### config.mk
export PLATFORM = sky130hd
export DESIGN_NAME = irq_encoder_flat
export DESIGN_NICKNAME = d
export VERILOG_FILES = /design/src/rtl/irq_encoder_if.sv /design/src/rtl/irq_encoder.sv /design/src/flat_wrapper.sv
export SDC_FILE = /design/constraint.sdc
export NUM_CORES = 1
export LEC_CHECK = 0
export ABC_AREA = 1
export CELL_PAD_IN_SITES_DETAIL_PLACEMENT = 0
export CELL_PAD_IN_SITES_GLOBAL_PLACEMENT = 1
export CORE_AREA = 3 3 73 54
export CTS_CLUSTER_SIZE = 14
export DETAILED_ROUTE_END_ITERATION = 10
export DIE_AREA = 0 0 76 57
export PLACE_DENSITY_LB_ADDON = 0.1
export SYNTH_ARGS = -nofsm -noshare
export SYNTH_HDL_FRONTEND = slang
export SYNTH_SLANG_ARGS = --single-unit
### constraint.sdc
create_clock -name clk -period 1.5 [get_ports clk]
set_input_delay 0.3 -clock clk [delete_from_list [all_inputs] [get_ports clk]]
set_output_delay 0.3 -clock clk [all_outputs]
set_load 0.02 [all_outputs]
### src/rtl/irq_encoder_if.sv
// Request/presentation bundle between the request collector and its consumer.
`timescale 1ns/1ps

interface irq_encoder_if;
    logic [7:0] req;
    logic [7:0] mask;
    logic       ack;
    logic       clr_ovf;
    logic [2:0] code;
    logic       valid;
    logic [7:0] pending;
    logic       overflow;

    // Consumer side: raises requests, masks sources, acknowledges codes.
    modport master (
        output req, mask, ack, clr_ovf,
        input  code, valid, pending, overflow
    );

    // Encoder side.
    modport slave (
        input  req, mask, ack, clr_ovf,
        output code, valid, pending, overflow
    );
endinterface

### src/rtl/irq_encoder.sv
// Registered 8-to-3 priority encoder: sticky rising-edge pending register,
// masked priority selection and a valid/ack hold-until-accepted handshake.
`timescale 1ns/1ps

module irq_encoder #(
    parameter bit LOW_FIRST = 1'b1
) (
    input  logic         clk,
    input  logic         rst_n,
    irq_encoder_if.slave bus
);

    typedef enum logic {
        IDLE    = 1'b0,
        PRESENT = 1'b1
    } state_t;

    state_t     state;
    state_t     state_next;
    logic [2:0] code_q;
    logic [2:0] code_next;
    logic [7:0] req_d;
    logic [7:0] pending_q;
    logic       ovf_q;

    logic [7:0] rise;
    logic [7:0] eligible;
    logic [7:0] clr;
    logic [2:0] winner;
    logic       ovf_evt;

    assign rise     = bus.req & ~req_d;
    assign eligible = pending_q & ~bus.mask;
    assign ovf_evt  = |(rise & pending_q & ~clr);

    // Pick the highest-priority eligible index according to LOW_FIRST.
    always_comb begin
        winner = '0;
        for (int unsigned i = 0; i < 8; i++) begin
            if (LOW_FIRST) begin
                if (eligible[7 - i]) winner = 3'(7 - i);
            end else begin
                if (eligible[i]) winner = 3'(i);
            end
        end
    end

    // Handshake FSM: load a winner when idle, hold it until acknowledged.
    always_comb begin
        state_next = state;
        code_next  = code_q;
        clr        = '0;
        case (state)
            IDLE: begin
                if (eligible != '0) begin
                    code_next  = winner;
                    state_next = PRESENT;
                end
            end
            PRESENT: begin
                if (bus.ack) begin
                    clr[code_q] = 1'b1;
                    state_next  = IDLE;
                end
            end
            default: state_next = IDLE;
        endcase
    end

    // FSM state and presented code registers.
    always_ff @(posedge clk or negedge rst_n) begin
        if (!rst_n) begin
            state  <= IDLE;
            code_q <= '0;
        end else begin
            state  <= state_next;
            code_q <= code_next;
        end
    end

    // Edge history, sticky pending bits (rise beats clear) and overflow (set beats clear).
    always_ff @(posedge clk or negedge rst_n) begin
        if (!rst_n) begin
            req_d     <= '0;
            pending_q <= '0;
            ovf_q     <= 1'b0;
        end else begin
            req_d     <= bus.req;
            pending_q <= (pending_q & ~clr) | rise;
            if (ovf_evt)
                ovf_q <= 1'b1;
            else if (bus.clr_ovf)
                ovf_q <= 1'b0;
        end
    end

    assign bus.code     = code_q;
    assign bus.valid    = (state == PRESENT);
    assign bus.pending  = pending_q;
    assign bus.overflow = ovf_q;

endmodule

### src/flat_wrapper.sv
// flat-port wrapper written by rule: the top's interface ports become plain ports
module irq_encoder_flat 
#(
    parameter bit LOW_FIRST = 1'b1
)
  (clk, rst_n, bus_req, bus_mask, bus_ack, bus_clr_ovf, bus_code, bus_valid, bus_pending, bus_overflow);
  irq_encoder_if bus_i ();
  input  logic clk;
  input  logic rst_n;
  input wire logic [$bits(bus_i.req)-1:0] bus_req;
  input wire logic [$bits(bus_i.mask)-1:0] bus_mask;
  input wire logic [$bits(bus_i.ack)-1:0] bus_ack;
  input wire logic [$bits(bus_i.clr_ovf)-1:0] bus_clr_ovf;
  output wire logic [$bits(bus_i.code)-1:0] bus_code;
  output wire logic [$bits(bus_i.valid)-1:0] bus_valid;
  output wire logic [$bits(bus_i.pending)-1:0] bus_pending;
  output wire logic [$bits(bus_i.overflow)-1:0] bus_overflow;
  assign bus_i.req = bus_req;
  assign bus_i.mask = bus_mask;
  assign bus_i.ack = bus_ack;
  assign bus_i.clr_ovf = bus_clr_ovf;
  assign bus_code = bus_i.code;
  assign bus_valid = bus_i.valid;
  assign bus_pending = bus_i.pending;
  assign bus_overflow = bus_i.overflow;
  irq_encoder #(.LOW_FIRST(LOW_FIRST)) u_core (.clk(clk), .rst_n(rst_n), .bus(bus_i));
endmodule
==> results by stage, run 1 <==
Drt:
- The DRC violation count after routing is 0.
- The detailed route wirelength on metal3 is 141 um.
- The met1 routed wirelength after detailed routing is 1220 um.
- The highest metal layer used by the detailed router is met4.
- The number of antenna-violating nets in the routed design is 0.
- The number of violations reported at the end of detailed-routing iteration 0 is 30.
- The post-detailed-route via-to-cell ratio is 4.11.
- The routed length per placed instance is 10.5 um.
- Before antenna repair, the detailed router went through 4 iterations.
- For this block, the routed nets add up to 2350 um of wire.
- The total via count in the routed design is 920.
- The wire length on met2 is 976 um.

Logic synthesis:
- The cell with the most instances after synthesis is nand2_1.
- By count the netlist is led by nand2_1, inv_1, dfrtp_1.
- Counting every instance in the synthesized netlist gives 131.
- Yosys mapped a number of flops with a built-in enable equal to 0.
- The adder and majority cell fraction of the synthesized area is 0%.
- Summing the sequential cell areas from Yosys gives 52.0% of the chip area.
- The largest family of logic cells by synthesized area is simple AND/OR/NAND/NOR gates.
- The flip-flop and latch count after synthesis is 21.
- In the synthesized netlist the dominant register cell turns out to be dfrtp_1.
- The xor and xnor fraction of the mapped netlist area is 0%.
- The synthesized netlist devotes 6.82% of its cell area to compound gates.
- The fraction of synthesized area in multiplexers is 0%.
- The largest area contributor in the netlist is dfrtp_1.
- Summing every instance area after synthesis gives roughly 1000 um^2.
- The Yosys step of the flow raised 0 warnings.
- By area the synthesized netlist is led by dfrtp_1, nand2_1, inv_1, nor2_1, nand3_2.
- The average instance in the mapped netlist occupies 7.71 um^2.
- Synthesis produced a netlist with a net count of around 150.
- The simple-gate share of the synthesized area is 32.6%.
- The netlist uses 16 different library cells.
- The share of synthesized registers carrying an async set or reset is 100%.
- The area share of the largest cell type after synthesis is 52.0%.

Clock network:
- The number of H-tree levels is 1.
- Clock-pin slew was measured on the worst setup and hold paths at 0.08 ns.
- The hold buffer count at CTS is 0.
- The post-CTS setup-driven buffer insertion count is 0.
- The number of buffers inserted during clock tree synthesis is 3.
- TritonCTS built the clock tree.
- The number of cells upsized or downsized after cts is 13.
- The tree built by TritonCTS fans out to 21 sinks.
- In this run the clock root is driven by a clkbuf_8.
- The clock network latency to the later pin of the worst-skew pair is 0.26 ns.
- The clock passes through at most 2 buffers.

Setup path:
- For flop-to-flop paths, the worst setup slack is 0.27 ns.
- Along the worst path, the maximum fanout reaches 4.
- The type of element launching the critical path is a primary input.
- The worst register-to-register path ends at u_core.bus.overflow.
- The endpoint class of the critical path is a flip-flop.
- The most critical setup path has its startpoint at bus_ack.
- STA puts the critical path data arrival time at between 1.5 and 2 ns.
- The number of cells on the worst reg-to-reg path is 7.
- The worst setup path category is primary input to flip-flop.
- Following the worst setup path forward leads to its endpoint at u_core.bus.overflow.
- The data required time of the critical path is 1.64 ns.
- The worst register-to-register path begins at u_core.bus.valid.

Min path:
- The class of the worst hold path is primary input to asynchronous set/reset pin.

Timing:
- The part of the cycle the worst path needs is around nine tenths.
- The time the worst path needs with I/O delays and setup is 1.37 ns.
- The final sum of negative setup slack is 0 ns.
- Measured against its own limit, the worst slew margin works out to 81.3%.
- The final number of setup-violating endpoints is 0.
- The upper clock frequency limit is 0.732 GHz.
- At the pin with the least slew margin, the transition time is 0.280 ns.
- The worst clock skew is just over 0.004 ns.
- Setup repair after global routing left no endpoint under its margin.
- The final hold violation count is 0.
- The final-report max-slew violation count is 0.

Power:
- The leakage dissipation is around 0.76 nW.
- IR analysis of the VDD net gives a maximum drop of 0.752 mV.
- The overall power of the completed layout is 0.00219 W.
- Power spread over the standard cell area amounts to 1470 nW/um^2.

Floorplan:
- The area of the core is 3210 um^2.
- The full die area is between 4000 and 5000 um^2.
- The die is 76 um wide.
- The count of standard-cell rows is 17.
- The die boundary height is 57 um.
- The number of top-level design ports is 33.
- For this configuration, the core starts out at a cell density of 31.4%.

Run:
- The count of max-cap constraint violations is 0.

Final layout:
- The layout overhead on the synthesized area is 48.0%.
- Once layout is complete, the utilization of the core stands at 46.5%.
- Once layout is complete, the cells apart from fillers number 224.
- In the final layout, the share of cells above drive strength 1 is 13.0%.
- The number of diodes is 0.
- The number of nets at the end of the flow is approximately 200.

GRT:
- The number of global-route vias before repair is 894.
- The final global-route overflow total is 0.
- The first global-routing pass estimated 4040 um of wire.
- Entering global routing, the biggest net connects 22 pins.
- For this run, the total global-route usage over all layers was measured as a little under an eighth.
- The initial antenna violation count is 0.

Placed design:
- Including well taps, the total number of placed cells is 220.
- The placer's final routability congestion estimate is between 0.7 and 0.8.
- During placement, the flow inserted port buffers numbering 32.
- The HPWL reported at the end of detailed placement is 1890 um.

Run status:
- The flow ran to the end, and the final reports show no timing, DRC or antenna violations.
==> state kept, by name, summed over array words and instances (netlist names) <==
name and cells:
u_core.bus.pending 8, u_core.bus.overflow 1, u_core.bus.valid 1, u_core.req_d 8
u_core.bus.code 3
==> worst min-delay path by stage <==
| stage | to | cells after the start | slack, ns | startpoint |
|---|---|---|---|---|
| 2_1_floorplan | u_core.bus.code[0] | 0 | 0.004 | rst_n |
| 3_3_place_gp | u_core.bus.pending[1] | 1 | 0.44 | u_core.req_d[1] |
| 3_5_place_dp | u_core.bus.pending[1] | 1 | 0.45 | u_core.req_d[1] |
| 4_1_cts | u_core.bus.pending[1] | 2 | 0.39 | rst_n |
| 5_1_grt | u_core.bus.pending[1] | 2 | 0.41 | rst_n |
| 6_report | u_core.bus.pending[1] | 2 | 0.39 | rst_n |
==> placed cells by master (no fill, tap or decap) <==
cell,synthesis,layout
dlygate4sd2_1,0,13
nor2_2,1,1
clkdlybuf4s50_1,0,19
nand4_1,1,1
a22o_1,1,1
dfrtp_1,21,21
nand3_1,3,3
buf_4,0,10
nand2_2,2,2
nand2_1,45,45
a21oi_1,2,2
nor2_4,2,2
inv_1,22,22
clkinv_2,0,1
o21bai_1,1,1
o22ai_1,2,2
inv_2,1,1
nand3_2,3,3
clkbuf_8,0,3
o21ai_0,6,6
nor2_1,18,18
==> metal layers <==
layer,up-vias,global-route usage [%]
li1,488,-
met1,406,15.5
met2,24,18.4
met3,2,4.42
met4,0,1.55
met5,-,0
==> critical path, stage by stage <==
cell and delay [ns]:
clkdlybuf4s50_1 0.52, nand2_2 0.11, nor2_4 0.14, nand2_1 0.12, nand3_2 0.08, nand2_1 0.05
nor2_1 0.11, nand3_1 0.08
==> stage by stage <==
step / hold slack, ns / instance area (um^2) / setup WS [ns]
after CTS: 0.392 / 1490 / 0.127
final: 0.392 / 1490 / 0.133
after global placement: 0.443 / 1460 / -0.148
after floorplan: 0.00441 / 1010 / 0.301
after detailed placement: 0.452 / 1460 / -0.149
after global routing: 0.409 / 1490 / 0.0408
==> layout make-up <==
class                           count  area (um^2)
Sequential cell                    21          526
Multi-Input combinational cell     87          398
Fill cell                         323         1720
Inverter                           23         86.3
Timing Repair Buffer               42          379
Clock buffer                        3         41.3
Tap cell                           47         58.8
Clock inverter                      1         5.00
==> kinds of logic after synthesis <==
| logic type | count (synthesis) |
|---|---|
| simple gates | 75 |
| compound gates | 12 |
| buf+inv | 23 |
| flops | 21 |
==> power breakdown <==
part	internal (W)	leakage (nW)	switching [W]
clock network	0.000185	0.0255	0.000188
logic	0.000425	0.511	0.000586
registers	0.000701	0.226	0.000107
total	0.00131	0.763	0.000881
(Power assumes the default switching activity.)
==> inputs of run 2 (changes only) <==
--- a/config.mk
+++ b/config.mk
@@ -5,13 +5,12 @@
 export SDC_FILE = /design/constraint.sdc
 export NUM_CORES = 1
 export LEC_CHECK = 0
-export ABC_AREA = 1
 export CELL_PAD_IN_SITES_DETAIL_PLACEMENT = 0
 export CELL_PAD_IN_SITES_GLOBAL_PLACEMENT = 1
-export CORE_AREA = 3 3 73 54
+export CORE_AREA = 3 3 59 61
 export CTS_CLUSTER_SIZE = 14
 export DETAILED_ROUTE_END_ITERATION = 10
-export DIE_AREA = 0 0 76 57
+export DIE_AREA = 0 0 62 64
 export PLACE_DENSITY_LB_ADDON = 0.1
 export SYNTH_ARGS = -nofsm -noshare
 export SYNTH_HDL_FRONTEND = slang
==> run 2 against run 1 <==
Against the previous run:
- critical path depth fell by 4
- clock power decreased by 24%
- combinational power rose by 9.9%
- design area shrank 1.6%
- hold slack worse by 0.075 ns
- clock skew decreased by 0.00093 ns
- final cell count down 18%
- sequential power grew 9.0%
- fmax shrank 7.9%
- count of clock-buffer cells in the layout is the same
- die area shrank 8.4%
- setup slack got worse by 0.12 ns
- critical endpoint is now u_core.bus.code[0]
==> results by stage, run 2 <==
GRT:
- The global router's overall resource usage is 14.1% (+2.6 points).
- The final global-route overflow total is 0 (unchanged).
- The pin count of the biggest net entering global routing was 22 (unchanged).
- The number of global-route vias before repair is 880 (-1.6%).
- The initial antenna violation count came to 0 (unchanged).
- The first-pass GRT wire length is 4100 um (+1.4%).

Drt:
- The number of iterations in the first detailed-routing pass is 4 (unchanged).
- The number of violations reported at the end of detailed-routing iteration 0 is 33 (+10%).
- The number of antenna-violating nets in the routed design is 0 (unchanged).
- The DRC violation count after routing is 0 (unchanged).
- The post-detailed-route via-to-cell ratio was 4.69 (+14%).
- The routed wire length is 2530 um (+7.6%).
- The total via count in the routed design came to 858 (-6.7%).
- The routed length per placed instance is 13.8 um (+32%).

Power:
- The leakage dissipation is 0.632 nW (-17%).
- The peak ir drop on the vdd network was 0.529 mV (-30%).
- The power per cell area came to 1550 nW/um^2 (+5.5%).

Timing:
- The upper clock frequency limit is 0.674 GHz (-7.9%).
- The part of the cycle the worst path needs is 98.9% (+7.8 points).
- The worst max-slew margin expressed relative to the limit was 81.0% (-0.32 points).
- The time the worst path needs with I/O delays and setup came to 1.48 ns (+0.117 ns).
- The final hold slack is 0.317 ns (-0.0747 ns).
- The worst clock skew is 0.00309 ns (-0.000932 ns).
- Setup repair after global routing could not meet its margin everywhere.
- The slew at the pin closest to its max-slew limit was 0.282 ns (+0.00185 ns).
- The final number of setup-violating endpoints was 0 (unchanged).
- The final-report max-slew violation count is 0 (unchanged).
- The final hold violation count is 0 (unchanged).

Clock network:
- The number of H-tree levels is 1 (unchanged).
- The number of buffers on the longest clock path is 2 (unchanged).
- In this run the clock root is driven by a clkbuf_4.
- The clock transition at the registers of the reported paths is 0.12 ns (+0.04 ns).
- The clock sink count is 21 (unchanged).
- The clock network latency to the later pin of the worst-skew pair was 0.31 ns (+0.05 ns).
- The post-CTS setup-driven buffer insertion count is 0 (unchanged).
- The number of buffers inserted during clock tree synthesis is 3 (unchanged).
- TritonCTS built the clock tree.
- The hold buffer count at CTS is 0 (unchanged).

Final layout:
- The count of fill cells added during filler insertion came to 306 (-5.3%).
- The number of nets at the end of the flow is 160 (-19%).
- The library cells used most frequently in the layout, excluding fill and tap cells, are dfrtp_1, clkdlybuf4s50_1, dlygate4sd2_1.
- The area of all placed cells without fillers is 1470 um^2 (-1.6%).
- The library cell used most frequently in the layout, excluding fill and tap cells, is dfrtp_1.
- The core occupancy in the finished layout came to 48.6% (+2.0 points).
- The number of diodes was 0 (unchanged).
- Relative to the synthesized area, the layout overhead comes to 47.6%.
- The share of post-route cells with drive strength above 1 is 20.1% (+7.1 points).

Setup path:
- The type of element launching the critical path is a flip-flop.
- The arrival time at the worst endpoint came to 1.69 ns (+0.18 ns).
- The maximum fanout along the worst path was 5 (+1).
- STA classifies the critical path endpoint as a flip-flop.
- The minimum setup slack among reg-to-reg paths came to 0.02 ns (-0.25 ns).
- The data required time of the critical path came to 1.71 ns (+0.07 ns).
- The worst setup path category is flip-flop to flip-flop.

Logic synthesis:
- The average size of a mapped cell was 10.7 um^2 (+39%).
- The number of nets in the synthesized netlist was 113 (-25%).
- The xor and xnor fraction of the mapped netlist area is 0% (unchanged).
- Yosys instantiated no cell more often than dfrtp_1.
- The fraction of the yosys area taken by sequential cells is 52.8% (+0.72 points).
- After synthesis, the largest family of logic cells by area is simple AND/OR/NAND/NOR gates.
- The share of synthesized registers carrying an async set or reset was 100% (unchanged).
- The gate count of the mapped netlist is 93 (-29%).
- The most used flip-flop cell after synthesis is dfrtp_1.
- The number of synthesized flops with an enable pin came to 0 (unchanged).
- The flip-flop and latch count after synthesis is 21 (unchanged).
- The netlist area before placement is 996 um^2 (-1.4%).
- The compound-gate portion of the synthesized area was 19.1% (+12 points).
- After synthesis, the most frequently instantiated cells are dfrtp_1, inv_1, o21ai_0.
- The fraction of synthesized area in multiplexers was 1.51% (+1.5 points).
- The largest area contributor in the netlist is dfrtp_1.
- The simple-gate share of the synthesized area came to 22.5% (-10 points).
- The area share of the largest cell type after synthesis is 52.8% (+0.72 points).
- The count of warnings emitted by yosys is 0 (unchanged).
- The unique cell type count in the Yosys netlist came to 34 (+18).
- Sorting the synthesized cells by area gives the leading types as dfrtp_1, nand2b_1, o21ai_0, o22a_1, nor2b_1.
- The adder and majority cell fraction of the synthesized area is 0% (unchanged).

Placed design:
- The HPWL reported at the end of detailed placement came to 1970 um (+4.0%).
- The area after detailed placement was 1440 um^2 (-1.5%).
- The placer's final routability congestion estimate is 0.757 (+0.77%).
- The count of input and output buffers was 32 (unchanged).

Floorplan:
- The full die area is 3970 um^2 (-8.4%).
- The count of standard-cell rows is 20 (+3).
- The number of top-level design ports is 33 (unchanged).
- The die extent in x is 62 um (-18%).
- The initial cell density of the core is 32.9% (+1.5 points).
- The area of the core is 3030 um^2 (-5.7%).
- The die boundary height is 64 um (+12%).

Run:
- The count of max-cap constraint violations is 0 (unchanged).

Run status:
- The flow ran to the end, and the final reports show no timing, DRC or antenna violations.

Min path:
- In this run the worst hold path is classified as primary input to asynchronous set/reset pin.
## run 2: cell count changes in the layout (fill, tap and decap cells not counted), moves of 3 or more
cell | previous run | this run
nand2_1 | 45 | 7
inv_1 | 22 | 8
nor2b_1 | 0 | 4
o22a_1 | 0 | 4
clkbuf_4 | 0 | 3
nand3_1 | 3 | 0
nand2b_1 | 0 | 7
nor2_1 | 18 | 4
clkbuf_8 | 3 | 0
## run 2: what timing repair did
action                                 CTS  global route
pin swaps                                0             1
setup endpoints to repair               13             6
endpoints found under the hold margin    0             0
gates resized for setup                 13             7
## run 2: critical path: stages, from the launching register on
cell and delay, ns:
dfrtp_1 0.46, nor2b_4 0.16, nor4_4 0.30, a31oi_2 0.15, mux2_4 0.31
## run 2: worst paths after layout
kind | start | endpoint | cells after the start
worst min-delay path | rst_n | u_core.req_d[3] | 2
max in group asynchronous | rst_n | u_core.bus.code[1] | 2
min in group clk | bus_req[0] | u_core.req_d[0] | 1
worst max-delay path | u_core.bus.pending[6] | u_core.bus.code[0] | 4
worst max register to register | u_core.bus.pending[6] | u_core.bus.code[0] | 4
worst min register to register | u_core.req_d[4] | u_core.bus.pending[4] | 1
## run 2: layout make-up
class	instances	area, um^2	area share, %
sequential	21	527	35.8
multi-input combinational	63	448	30.5
timing repair buffer	43	383	26.0
tap	44	55.1	3.74
inverter	8	30.0	2.04
clock buffer	3	22.5	1.53
clock inverter	1	5.00	0.340
## run 2: per-stage QoR
step	TNS (ns)	std cells	setup slack (ns)	power [W]
after floorplan	0	93	0.0435	0.00150
after global placement	-1.16	179	-0.276	0.00209
after detailed placement	-1.38	179	-0.278	0.00210
after CTS	0	183	0.0209	0.00228
after global routing	-0.0624	183	-0.0405	0.00246
final	0	183	0.0166	0.00228
## run 2: cell families after synthesis
logic type | count (synthesis)
buffers and inverters | 9
DFF | 21
and+or+nand+nor | 35
muxes | 1
AOI/OAI and AO/OA | 27
## run 2: power breakdown
group	internal [W]	switching (W)
Sequential	0.000715	0.000167
Clock	0.0000995	0.000182
Combinational	0.000554	0.000560
Total	0.00137	0.000909
## run 2: routing by layer
metal | share of wire [%] | global-route usage, % | up-vias
met3 | 5.0 | 3.03 | 2
met2 | 48 | 21.8 | 20
met5 | 0 | 0 | -
li1 | - | - | 419
met4 | 0.83 | 4.77 | 0
met1 | 46 | 19.2 | 417
==> inputs of run 3 (changes only) <==
--- a/config.mk
+++ b/config.mk
@@ -11,6 +11,7 @@
 export CTS_CLUSTER_SIZE = 14
 export DETAILED_ROUTE_END_ITERATION = 10
 export DIE_AREA = 0 0 62 64
+export GPL_TIMING_DRIVEN = 0
 export PLACE_DENSITY_LB_ADDON = 0.1
 export SYNTH_ARGS = -nofsm -noshare
 export SYNTH_HDL_FRONTEND = slang
==> run 3 against run 2 <==
Against the previous run:
- total power is 5.1% lower
- setup slack better by 0.033 ns
- sequential cell count did not move
- register-to-register slack better by 0.03 ns
- hold slack better by 0.13 ns
- utilization shrank 2.1 points
==> results by stage, run 3 (same netlist as run 2, synthesis figures left out) <==
Floorplan:
- The area of the core is 3030 um^2 (unchanged).
- The die boundary height is 64 um (unchanged).
- The count of standard-cell rows is 20 (unchanged).
- The die extent in x was 62 um (unchanged).
- The number of top-level design ports was 33 (unchanged).
- The full die area is 3970 um^2 (unchanged).
- The initial cell density of the core is 32.9% (unchanged).

Timing:
- The final hold slack came to 0.449 ns (+0.132 ns).
- The final hold violation count came to 0 (unchanged).
- The slew at the pin closest to its max-slew limit is 0.964 ns (+0.682 ns).
- The time the worst path needs with I/O delays and setup is 1.45 ns (-0.0326 ns).
- The worst clock skew came to 0.00193 ns (-0.00117 ns).
- The worst max-slew margin expressed relative to the limit came to 35.5% (-45 points).
- Setup repair after global routing could not meet its margin everywhere.
- The final sum of negative setup slack came to 0 ns (unchanged).
- The upper clock frequency limit is 0.689 GHz (+2.2%).
- The final-report max-slew violation count came to 0 (unchanged).
- The final number of setup-violating endpoints is 0 (unchanged).
- The part of the cycle the worst path needs is 96.7% (-2.2 points).

Clock network:
- The clock network latency to the later pin of the worst-skew pair is 0.30 ns (about the same).
- The number of H-tree levels is 1 (unchanged).
- The hold buffer count at CTS is 0 (unchanged).
- The clock transition at the registers of the reported paths was 0.12 ns (about the same).
- The number of buffers inserted during clock tree synthesis is 3 (unchanged).
- TritonCTS built the clock tree.
- The clock root buffer is clkbuf_4.
- The number of buffers on the longest clock path came to 2 (unchanged).
- The clock sink count is 21 (unchanged).

Final layout:
- The share of post-route cells with drive strength above 1 is 15.4% (-4.8 points).
- The number of nets at the end of the flow is 151 (-5.6%).
- The combined area of the multi-input logic cells is 444 um^2 (-0.84%).
- From synthesis to final layout, the design area changed by 41.3%.
- In the layout the commonest cells are clkdlybuf4s50_1, dfrtp_1, dlygate4sd2_1.
- The area taken by flip-flops and latches was 528 um^2 (+0.24%).
- The number of diodes is 0 (unchanged).
- The count of fill cells added during filler insertion is 314 (+2.6%).
- The core occupancy in the finished layout is 46.5% (-2.1 points).
- The number of standard cells in the final layout excluding fillers is 174 (-4.9%).

Setup path:
- The worst flop-to-flop path startpoint is u_core.bus.pending[6].
- The number of cells on the worst reg-to-reg path is 4 (unchanged).
- The data required time of the critical path came to 1.70 ns (about the same).
- The worst setup path category is flip-flop to flip-flop.
- The minimum setup slack among reg-to-reg paths was 0.05 ns (+0.03 ns).
- STA classifies the critical path endpoint as a flip-flop.
- The maximum fanout along the worst path was 4 (-1).
- The type of element launching the critical path is a flip-flop.
- The worst register-to-register path ends at u_core.bus.code[0].
- The arrival time at the worst endpoint is 1.65 ns (-0.04 ns).

GRT:
- The global router's overall resource usage is 13.0% (-1.1 points).
- The first-pass GRT wire length came to 3850 um (-6.1%).
- The final global-route overflow total is 0 (unchanged).
- The pin count of the biggest net entering global routing came to 22 (unchanged).
- The number of global-route vias before repair was 822 (-6.6%).
- The initial antenna violation count is 0 (unchanged).

Run:
- The count of max-cap constraint violations is 0 (unchanged).

Min path:
- The startpoint identified for the worst hold timing path is bus_req[0].
- The hold-critical path depth is 1.
- The class of the worst hold path is primary input to flip-flop.
- The terminating pin of the worst hold path is u_core.req_d[0].

Drt:
- The total via count in the routed design came to 814 (-5.1%).
- The number of antenna-violating nets in the routed design was 0 (unchanged).
- The number of violations reported at the end of detailed-routing iteration 0 is 20 (-39%).
- The number of iterations in the first detailed-routing pass came to 4 (unchanged).
- The routed wire length was 2270 um (-10%).
- The DRC violation count after routing was 0 (unchanged).
- The routed length per placed instance was 13.1 um (-5.5%).
- The post-detailed-route via-to-cell ratio is 4.68 (-0.22%).

Run status:
- The run finished with clean final reports.

Placed design:
- The placer's final routability congestion estimate is 0.756 (-0.17%).
- The placed cell count was 169 (-5.6%).
- The count of input and output buffers came to 32 (unchanged).
- The HPWL reported at the end of detailed placement is 1740 um (-12%).

Power:
- The power per cell area is 1540 nW/um^2 (-0.84%).
- The overall power of the completed layout came to 0.00216 W (-5.1%).
- The leakage dissipation is 0.594 nW (-6.0%).
- The peak ir drop on the vdd network is 0.690 mV (+30%).
run 3: cell type report:
cell class	count	share of cell area, %
flip-flops and latches	21	37.5
multi-input cells	63	31.6
repair buffers	33	22.1
well taps	44	3.91
inverters	8	2.13
clock buffers	3	1.60
plain buffers	1	0.800
clock inverters	1	0.356
run 3: worst max path at each step:
stage	startpoint	to	slack, ns	depth (start not counted)
after global routing	u_core.bus.code[2]	u_core.bus.overflow	-0.02	4
after detailed placement	bus_mask[0]	u_core.bus.code[0]	-0.31	5
after floorplan	u_core.bus.pending[0]	u_core.bus.code[0]	0.04	4
after global placement	bus_mask[0]	u_core.bus.code[0]	-0.31	5
final	u_core.bus.pending[6]	u_core.bus.code[0]	0.05	4
after CTS	u_core.bus.code[1]	bus_code[1]	0.03	1
run 3: critical path: stages (launching register included):
cell and delay, ns:
dfrtp_1 0.44, nor2b_4 0.15, nor4_4 0.27, a31oi_1 0.17, mux2_4 0.32
run 3: what timing repair did:
action                                  in CTS  in global routing
endpoints found under the setup margin      14                  3
setup buffers                                0                  1
resized for setup                           16                  4
hold endpoints to repair                     0                  0
run 3: through the flow:
stage,instance area [um^2],setup slack (ns)
2_1_floorplan,996,0.0435
4_1_cts,1390,0.0275
6_report,1410,0.0492
3_5_place_dp,1370,-0.313
3_3_place_gp,1370,-0.306
5_1_grt,1410,-0.0153
run 3: power breakdown:
group / internal [W] / switching, W
Combinational: 0.000481 / 0.000526
Clock: 0.0000994 / 0.000180
Sequential: 0.000717 / 0.000158
run 3: per-layer routing:
metal  wire length [um]  vias to the layer above  GRT usage (%)  share of wire (%)
li1                   -                      401              -                  -
met1               1000                      387           17.5                 44
met2               1090                       24           20.5                 48
met3                163                        2           4.04                7.2
met4                 12                        0           2.39               0.53
met5                  0                        -              0                  0
